[src/rtl/axis_pkt_fifo.sv]
`default_nettype none
// ============================================================================
// Module      : axis_pkt_fifo
// Description : Synchronous AXI4-Stream FIFO, optional store-and-forward mode
//               with oversize-packet discard.
// Revision    : 1.0 - initial release
// ============================================================================
module axis_pkt_fifo #(
    parameter int DEPTH         = 32,
    parameter int DATA_W        = 8,
    parameter int ID_W          = 1,
    parameter int DEST_W        = 1,
    parameter int USER_W        = 1,
    parameter int PACKET_MODE   = 0,
    parameter int DROP_OVERSIZE = 1,
    parameter int AF_LEVEL      = DEPTH - 4
) (
    input  logic                    axis_clk,
    input  logic                    axis_rst_n,

    input  logic                    s_axis_tvalid,
    output logic                    s_axis_tready,
    input  logic [DATA_W-1:0]       s_axis_tdata,
    input  logic [DATA_W/8-1:0]     s_axis_tstrb,
    input  logic [DATA_W/8-1:0]     s_axis_tkeep,
    input  logic                    s_axis_tlast,
    input  logic [ID_W-1:0]         s_axis_tid,
    input  logic [DEST_W-1:0]       s_axis_tdest,
    input  logic [USER_W-1:0]       s_axis_tuser,

    output logic                    m_axis_tvalid,
    input  logic                    m_axis_tready,
    output logic [DATA_W-1:0]       m_axis_tdata,
    output logic [DATA_W/8-1:0]     m_axis_tstrb,
    output logic [DATA_W/8-1:0]     m_axis_tkeep,
    output logic                    m_axis_tlast,
    output logic [ID_W-1:0]         m_axis_tid,
    output logic [DEST_W-1:0]       m_axis_tdest,
    output logic [USER_W-1:0]       m_axis_tuser,

    output logic [$clog2(DEPTH):0]  status_count,
    output logic                    status_almost_full,
    output logic                    status_drop
);

    localparam int c_aw    = $clog2(DEPTH);
    localparam int c_ptr_w = c_aw + 1;
    localparam int c_bw    = DATA_W / 8;
    localparam int c_ent_w = DATA_W + 2 * c_bw + 1 + ID_W + DEST_W + USER_W;

    localparam logic [c_ptr_w-1:0] c_depth  = c_ptr_w'(DEPTH);
    localparam logic [c_ptr_w-1:0] c_af     = c_ptr_w'(AF_LEVEL);
    localparam bit                 c_pkt    = (PACKET_MODE != 0);
    localparam bit                 c_drop_en = c_pkt && (DROP_OVERSIZE != 0);

    typedef enum logic [0:0] {
        ST_ACCEPT = 1'b0,
        ST_DROP   = 1'b1
    } state_t;

    state_t               state_q, state_d;
    logic [c_ptr_w-1:0]   wr_ptr_q, wr_ptr_d;
    logic [c_ptr_w-1:0]   commit_ptr_q, commit_ptr_d;
    logic [c_ptr_w-1:0]   rd_ptr_q, rd_ptr_d;
    logic                 rdy_en_q;
    logic                 drop_q, drop_d;
    logic                 mem_we;

    logic [c_ent_w-1:0]   mem_q [DEPTH];

    logic [c_ptr_w-1:0]   w_used;
    logic [c_ptr_w-1:0]   w_wr_inc;
    logic [c_ptr_w-1:0]   w_pkt_len;
    logic                 w_full;
    logic                 w_empty;
    logic                 w_wr_fire;
    logic                 w_rd_fire;
    logic [c_ent_w-1:0]   w_wr_entry;
    logic [c_ent_w-1:0]   w_rd_entry;

    assign w_used    = wr_ptr_q - rd_ptr_q;
    assign w_wr_inc  = wr_ptr_q + 1'b1;
    assign w_pkt_len = w_wr_inc - commit_ptr_q;
    assign w_full    = (w_used == c_depth);
    assign w_empty   = (commit_ptr_q == rd_ptr_q);

    // Ready is decoded from registered state only; tvalid never feeds back.
    assign s_axis_tready = rdy_en_q && ((state_q == ST_DROP) || !w_full);
    assign m_axis_tvalid = !w_empty;

    assign w_wr_fire = s_axis_tvalid && s_axis_tready;
    assign w_rd_fire = m_axis_tvalid && m_axis_tready;

    assign w_wr_entry = {s_axis_tdata, s_axis_tstrb, s_axis_tkeep, s_axis_tlast,
                         s_axis_tid, s_axis_tdest, s_axis_tuser};
    assign w_rd_entry = mem_q[rd_ptr_q[c_aw-1:0]];
    assign {m_axis_tdata, m_axis_tstrb, m_axis_tkeep, m_axis_tlast,
            m_axis_tid, m_axis_tdest, m_axis_tuser} = w_rd_entry;

    assign status_count       = w_used;
    assign status_almost_full = (w_used >= c_af);
    assign status_drop        = drop_q;

    always_comb begin
        state_d      = state_q;
        wr_ptr_d     = wr_ptr_q;
        commit_ptr_d = commit_ptr_q;
        rd_ptr_d     = rd_ptr_q;
        drop_d       = 1'b0;
        mem_we       = 1'b0;

        if (w_rd_fire) begin
            rd_ptr_d = rd_ptr_q + 1'b1;
        end

        case (state_q)
            ST_ACCEPT: begin
                if (w_wr_fire) begin
                    mem_we   = 1'b1;
                    wr_ptr_d = w_wr_inc;
                    if (c_pkt && s_axis_tlast) begin
                        commit_ptr_d = w_wr_inc;
                    end else if (c_drop_en && (w_pkt_len == c_depth)) begin
                        // Packet cannot fit: rewind to the last commit and discard the rest.
                        mem_we   = 1'b0;
                        wr_ptr_d = commit_ptr_q;
                        state_d  = ST_DROP;
                    end
                end
            end
            ST_DROP: begin
                if (w_wr_fire && s_axis_tlast) begin
                    state_d = ST_ACCEPT;
                    drop_d  = 1'b1;
                end
            end
            default: begin
                state_d = ST_ACCEPT;
            end
        endcase

        if (!c_pkt) begin
            commit_ptr_d = wr_ptr_d;
        end
    end

    always_ff @(posedge axis_clk or negedge axis_rst_n) begin
        if (!axis_rst_n) begin
            state_q      <= ST_ACCEPT;
            wr_ptr_q     <= '0;
            commit_ptr_q <= '0;
            rd_ptr_q     <= '0;
            rdy_en_q     <= 1'b0;
            drop_q       <= 1'b0;
        end else begin
            state_q      <= state_d;
            wr_ptr_q     <= wr_ptr_d;
            commit_ptr_q <= commit_ptr_d;
            rd_ptr_q     <= rd_ptr_d;
            rdy_en_q     <= 1'b1;
            drop_q       <= drop_d;
        end
    end

    // Storage is intentionally not reset.
    always_ff @(posedge axis_clk) begin
        if (mem_we) begin
            mem_q[wr_ptr_q[c_aw-1:0]] <= w_wr_entry;
        end
    end

endmodule
`default_nettype wire
[config.mk]
export PLATFORM = sky130hd
export DESIGN_NAME = axis_pkt_fifo
export DESIGN_NICKNAME = d
export VERILOG_FILES = /design/src/rtl/axis_pkt_fifo.sv
export SDC_FILE = /design/constraint.sdc
export NUM_CORES = 1
export LEC_CHECK = 0
export CORE_AREA = 3 3 184 366
export CTS_BUF_LIST = sky130_fd_sc_hd__clkbuf_8
export DETAILED_ROUTE_END_ITERATION = 16
export DIE_AREA = 0 0 187 369
export HOLD_SLACK_MARGIN = 0.15
export PLACE_DENSITY = 0.42
export REMOVE_ABC_BUFFERS = 1
export SETUP_SLACK_MARGIN = 0.4
export SYNTH_ARGS = -nofsm -noshare
export SYNTH_HDL_FRONTEND = slang
export SYNTH_SLANG_ARGS = --single-unit
[constraint.sdc]
create_clock -name axis_clk -period 4.3 [get_ports axis_clk]
set_input_delay 0.86 -clock axis_clk [delete_from_list [all_inputs] [get_ports axis_clk]]
set_output_delay 0.86 -clock axis_clk [all_outputs]
set_load 0.05 [all_outputs]
# Word level (Yosys, flattened, before mapping)

Memory sizes are Yosys's and may differ from the RTL's.
Index checks and enable logic that the tools add are counted.

Flip-flop bits (word level): 15
RAM bits: 448
Word-level logic and storage cells: 29
Memories kept: 1

Memory list:

| memory | depth | bits a word | read ports | clocked after Yosys merged registers in | wr ports | line | source |
|---|---|---|---|---|---|---|---|
| mem_q  | 32    | 14          | 1          | 0                                       | 1        | 69   | `logic [c_ent_w-1:0] mem_q [DEPTH];` |

Add/sub/neg operators: 3
Magnitude comparators: 1
Equality and inequality tests: 2
Multiplexer cells: 8
Bitwise operators: 1
Reduce and logical (&&, ||, !) cells: 8

Operators with widths:

| cell                | number |
|---|---|
| $add 6x1->6 const B | 2 |
| $mux 1              | 8 |
| $eq 6x6->1          | 1 |
| $eq 6x6->1 const B  | 1 |
| $ge 6x5->1 const B  | 1 |
| $sub 6x6->6         | 1 |
| $logic_and 1x1->1   | 4 |
| $logic_not 1->1     | 2 |
| $reduce_and 2->1    | 1 |
| $logic_or 1x1->1    | 1 |
| $not 1->1           | 1 |

# Depth between registers and ports, before layout

Depth in word-level cells: 10
Gate-level depth with buffers: 12
Mapped depth without buffers: 10

# Least setup slack after synthesis

Ideal clock, no wire load.

Path kind: flip-flop to output port
From: register rd_ptr_q[1]
To: output s_axis_tready
Arrival: 3.706 ns
Setup slack: -0.266 ns
Cell stages (with the launch flop): 13
Path buffers: 4
Cells stage by stage: dfrtp_1 clkbuf_1 clkbuf_1 buf_2 inv_1 ha_1 nor2b_1 o31ai_1 xnor2_1 or3_1 buf_4 nor2_1 nor2b_1

Longest elaborated chain between the ends: 5

Ends and longest elaborated chain:

| item                      | line | source |
|---|---|---|
| start, declared           | 64   | `logic [c_ptr_w-1:0] rd_ptr_q, rd_ptr_d;` |
| start signal, assigned    | 159  | `rd_ptr_q <= rd_ptr_d;` |
| $sub 6x6->6               | 81   | `assign w_used = wr_ptr_q - rd_ptr_q;` |
| named net status_count[3] | 41   | `output logic [$clog2(DEPTH):0] status_count,` |
| $eq 6x6->1                | 84   | `assign w_full = (w_used == c_depth);` |
| $logic_not 1->1           | 88   | `assign s_axis_tready = rdy_en_q && ((state_q == ST_DROP) \|\| !w_full);` |
| $logic_or 1x1->1          | 88   |  |
| $logic_and 1x1->1         | 88   |  |
| end, declared             | 22   | `output logic s_axis_tready,` |

The timed path passes the listed nets, and every way through them passes these cells.

# Worst setup path after layout

From: register rd_ptr_q[0]
To: output s_axis_tready

Longest elaborated chain between the ends: 5

Ends and longest elaborated chain:

| item              | line |
|---|---|
| $sub 6x6->6       | 81 |
| $eq 6x6->1        | 84 |
| $logic_not 1->1   | 88 |
| $logic_or 1x1->1  | 88 |
| $logic_and 1x1->1 | 88 |

No other way between the ends.

==> flow_metrics.tcl <==
set metrics [dict create \
    status "finished, final reports clean" \
    timing.fmax_mhz 262 \
    clockRootBuffer "clkbuf_8" \
    cts_tree "yes" \
    core_area_um2 64900 \
    die_w_um 187 \
    cp.required_ns 3.44 \
    nNetsFinal 984 \
    maxCapViolations 0 \
    ant_nets 0 \
    drv_slew 0 \
    ys.flop_type "edfxtp_1" \
    hold_class "flip-flop to flip-flop" \
    worstMarginPinSlew_ns 1.29 \
    grt_pass1_wl_um 70900 \
    grt_overflow_total 0 \
    wl_per_cell_um 26.6 \
    grt_pass1_vias 9575 \
    dr_total_vias 8596 \
    final_cell_mix "448 x edfxtp_1, 140 x mux4_2, 73 x clkbuf_8, 65 x buf_4, 39 x nand2_1" \
    initial_utilization 0.279 \
    wirelength_um 49700 \
    cts_made_buffers 67 \
    placed_area_um2 19900 \
    ir_drop_mv 1.31 \
    antenna_found_initial 1 \
    ys_seq_area_frac 0.763 \
    clkSinkCount 463 \
    syn2layout_area_growth_pct 20.0 \
    track_usage 0.145 \
    final_common_cell "edfxtp_1" \
    layout-drive-gt1-share 0.383 \
    final_area_um2 21800 \
    dieArea_um2 69000 \
    synth_edf_count 448 \
    finalCritPeriodShare 0.889 \
    switching_power_w 0.00521 \
    switching_share 0.354 \
    intPower_w 0.00950 \
    critPathKind "flip-flop to primary output" \
    power_frac_seq 0.359 \
    cp-end-kind "primary output" \
    grt_max_degree 36 \
    clk_latency_ns 0.62 \
    critPathArrivalTime_ns 2.96 \
    fillers 6121 \
    syn_inst 807 \
    dpl.hpwl_um 28700 \
    p_leak_nw 6.94 \
    whs_ns 0.494 \
    ys_types 40 \
    finalHoldViolCount 0 \
    drtPass1Iterations 6 \
    cp_max_fo 6 \
    drt_iter0_drc 540 \
    syn-cell-area_um2 18100 \
    yosys_warnings 0 \
    htree_levels 3 \
    final-setup-viol-count 0 \
    async_flop_share 0.0324 \
    powerDensity_nw_per_um2 676 \
    ys_seq_elements 463 \
    grt_setup_unrepaired "true" \
    ctsLongestPathBuffers 3 \
    vias_per_cell 4.60 \
    num_io_pins 42 \
    clkPwrFrac 0.220 \
    portBuffers 41 \
    clock_skew_ns 0.0246 \
    fin_crit_ns 3.82 \
    cp-start-kind "flip-flop" \
    die_y_um 369 \
    combPwrFrac 0.421 \
    relSlewSlack 0.134 \
    gp_congestion 0.723 \
    route.detailed.drc 0 \
    avgSynthCellArea_um2 22.5 \
    fp-row-count 132 \
    clk_pin_slew_ns 0.08 \
    ctsHoldBuffers 0 \
]
[routing by layer]
layer / up-vias / part of all wire / global-route usage
met2: 202 / 0.58 / 0.287
met5: - / 0 / 0
li1: 3657 / - / -
met4: 0 / 0.027 / 0.0540
met1: 4664 / 0.36 / 0.154
met3: 73 / 0.033 / 0.0227
[flip-flops by register name, summed over array words and instances, names as in the netlist]
| name | count |
|---|---|
| mem_q | 448 |
| commit_ptr_q | 6 |
| rd_ptr_q | 6 |
| rdy_en_q | 1 |
| state_q | 1 |
| status_drop | 1 |
[power by group through the flow]
| stage | registers (W) | logic, W | clock network, W |
|---|---|---|---|
| final | 0.00528 | 0.00619 | 0.00324 |
| after detailed placement | 0.00539 | 0.00542 | 0 |
| after global routing | 0.00529 | 0.00658 | 0.00356 |
| after global placement | 0.00539 | 0.00544 | 0 |
| after CTS | 0.00528 | 0.00612 | 0.00337 |
| after floorplan | 0.00571 | 0.00352 | 0 |
[kinds of logic (layout without fill, tap and decap cells)]
kind of cell	after synthesis	after routing	share of synthesized area
AO/OA/AOI/OAI	17	17	0.00849
XOR/XNOR	14	14	0.00676
adder cells (fa/ha/maj)	11	11	0.00801
buffers and inverters	52	240	0.0128
flip-flops	463	463	0.763
multiplexers	141	141	0.175
other	1	2	0.000207
AND/OR/NAND/NOR	108	108	0.0264
[Yosys cell counts, drive strengths merged, types with 2 or more instances]
master  number  area [µm²]
and2         2        12.5
and3         2        12.5
buf         16        97.6
clkbuf      25        93.8
dfrtp       15         375
edfxtp     448       13500
ha          10         125
inv         11        41.3
mux4       140        3150
nand2       47         176
nand3        3        15.0
nand3b       3        22.5
nand4        3        18.8
nor2        35         131
nor2b        2        12.5
o211ai       6        73.8
o21a         2        15.0
o21ai        3        18.8
o311a        2        20.0
or3          4        25.0
or3b         2        17.5
or4          2        15.0
xnor2       13         114
[cell type report]
type / instances / area (µm²) / area share
Sequential cell: 463 / 13800 / 0.636
Multi-Input combinational cell: 292 / 4220 / 0.194
Timing Repair Buffer: 120 / 1380 / 0.0633
Tap cell: 871 / 1090 / 0.0501
Clock buffer: 73 / 1000 / 0.0462
Clock inverter: 36 / 175 / 0.00805
Inverter: 11 / 46.3 / 0.00213
Antenna cell: 1 / 2.50 / 0.000115
[critical path, stage by stage, from the launching register on]
cell,delay [ns]
dfrtp_4,0.53
ha_4,0.18
inv_1,0.06
fa_2,0.43
or4_1,0.47
or3_4,0.36
nor2_4,0.09
nor2b_1,0.07
buf_12,0.15
[path summary, 6_finish.rpt]
| path | start | end | slack (ns) | cells after the start |
|---|---|---|---|---|
| max | rd_ptr_q[0] | s_axis_tready | 0.48 | 8 |
| min | rd_ptr_q[5] | rd_ptr_q[5] | 0.49 | 1 |
| max reg2reg | rd_ptr_q[1] | mem_q[5][0] | 0.86 | 9 |
| min reg2reg | rd_ptr_q[5] | rd_ptr_q[5] | 0.49 | 1 |
| max in group asynchronous | axis_rst_n | rd_ptr_q[1] | 2.98 | 1 |
| min in group asynchronous | axis_rst_n | rd_ptr_q[4] | 0.72 | 1 |
[per-stage QoR]
stage | instances | power, W | setup WS (ns) | TNS (ns) | utilization
global route | 1867 | 0.0154 | 0.347 | 0 | 0.335
finish | 1867 | 0.0147 | 0.476 | 0 | 0.335
CTS | 1861 | 0.0148 | 0.315 | 0 | 0.333
global placement | 1729 | 0.0108 | 0.531 | 0 | 0.307
floorplan | 766 | 0.00923 | -3.97 | -1676.17 | -
detailed placement | 1729 | 0.0108 | 0.452 | 0 | 0.307
[repair_timing]
item,CTS,global route
setup buffers,16,2
pin swaps,2,2
gates cloned,7,3
setup endpoints to repair,18,14
gates resized for setup,52,23
No activity file was read; power rests on OpenSTA's default activity.
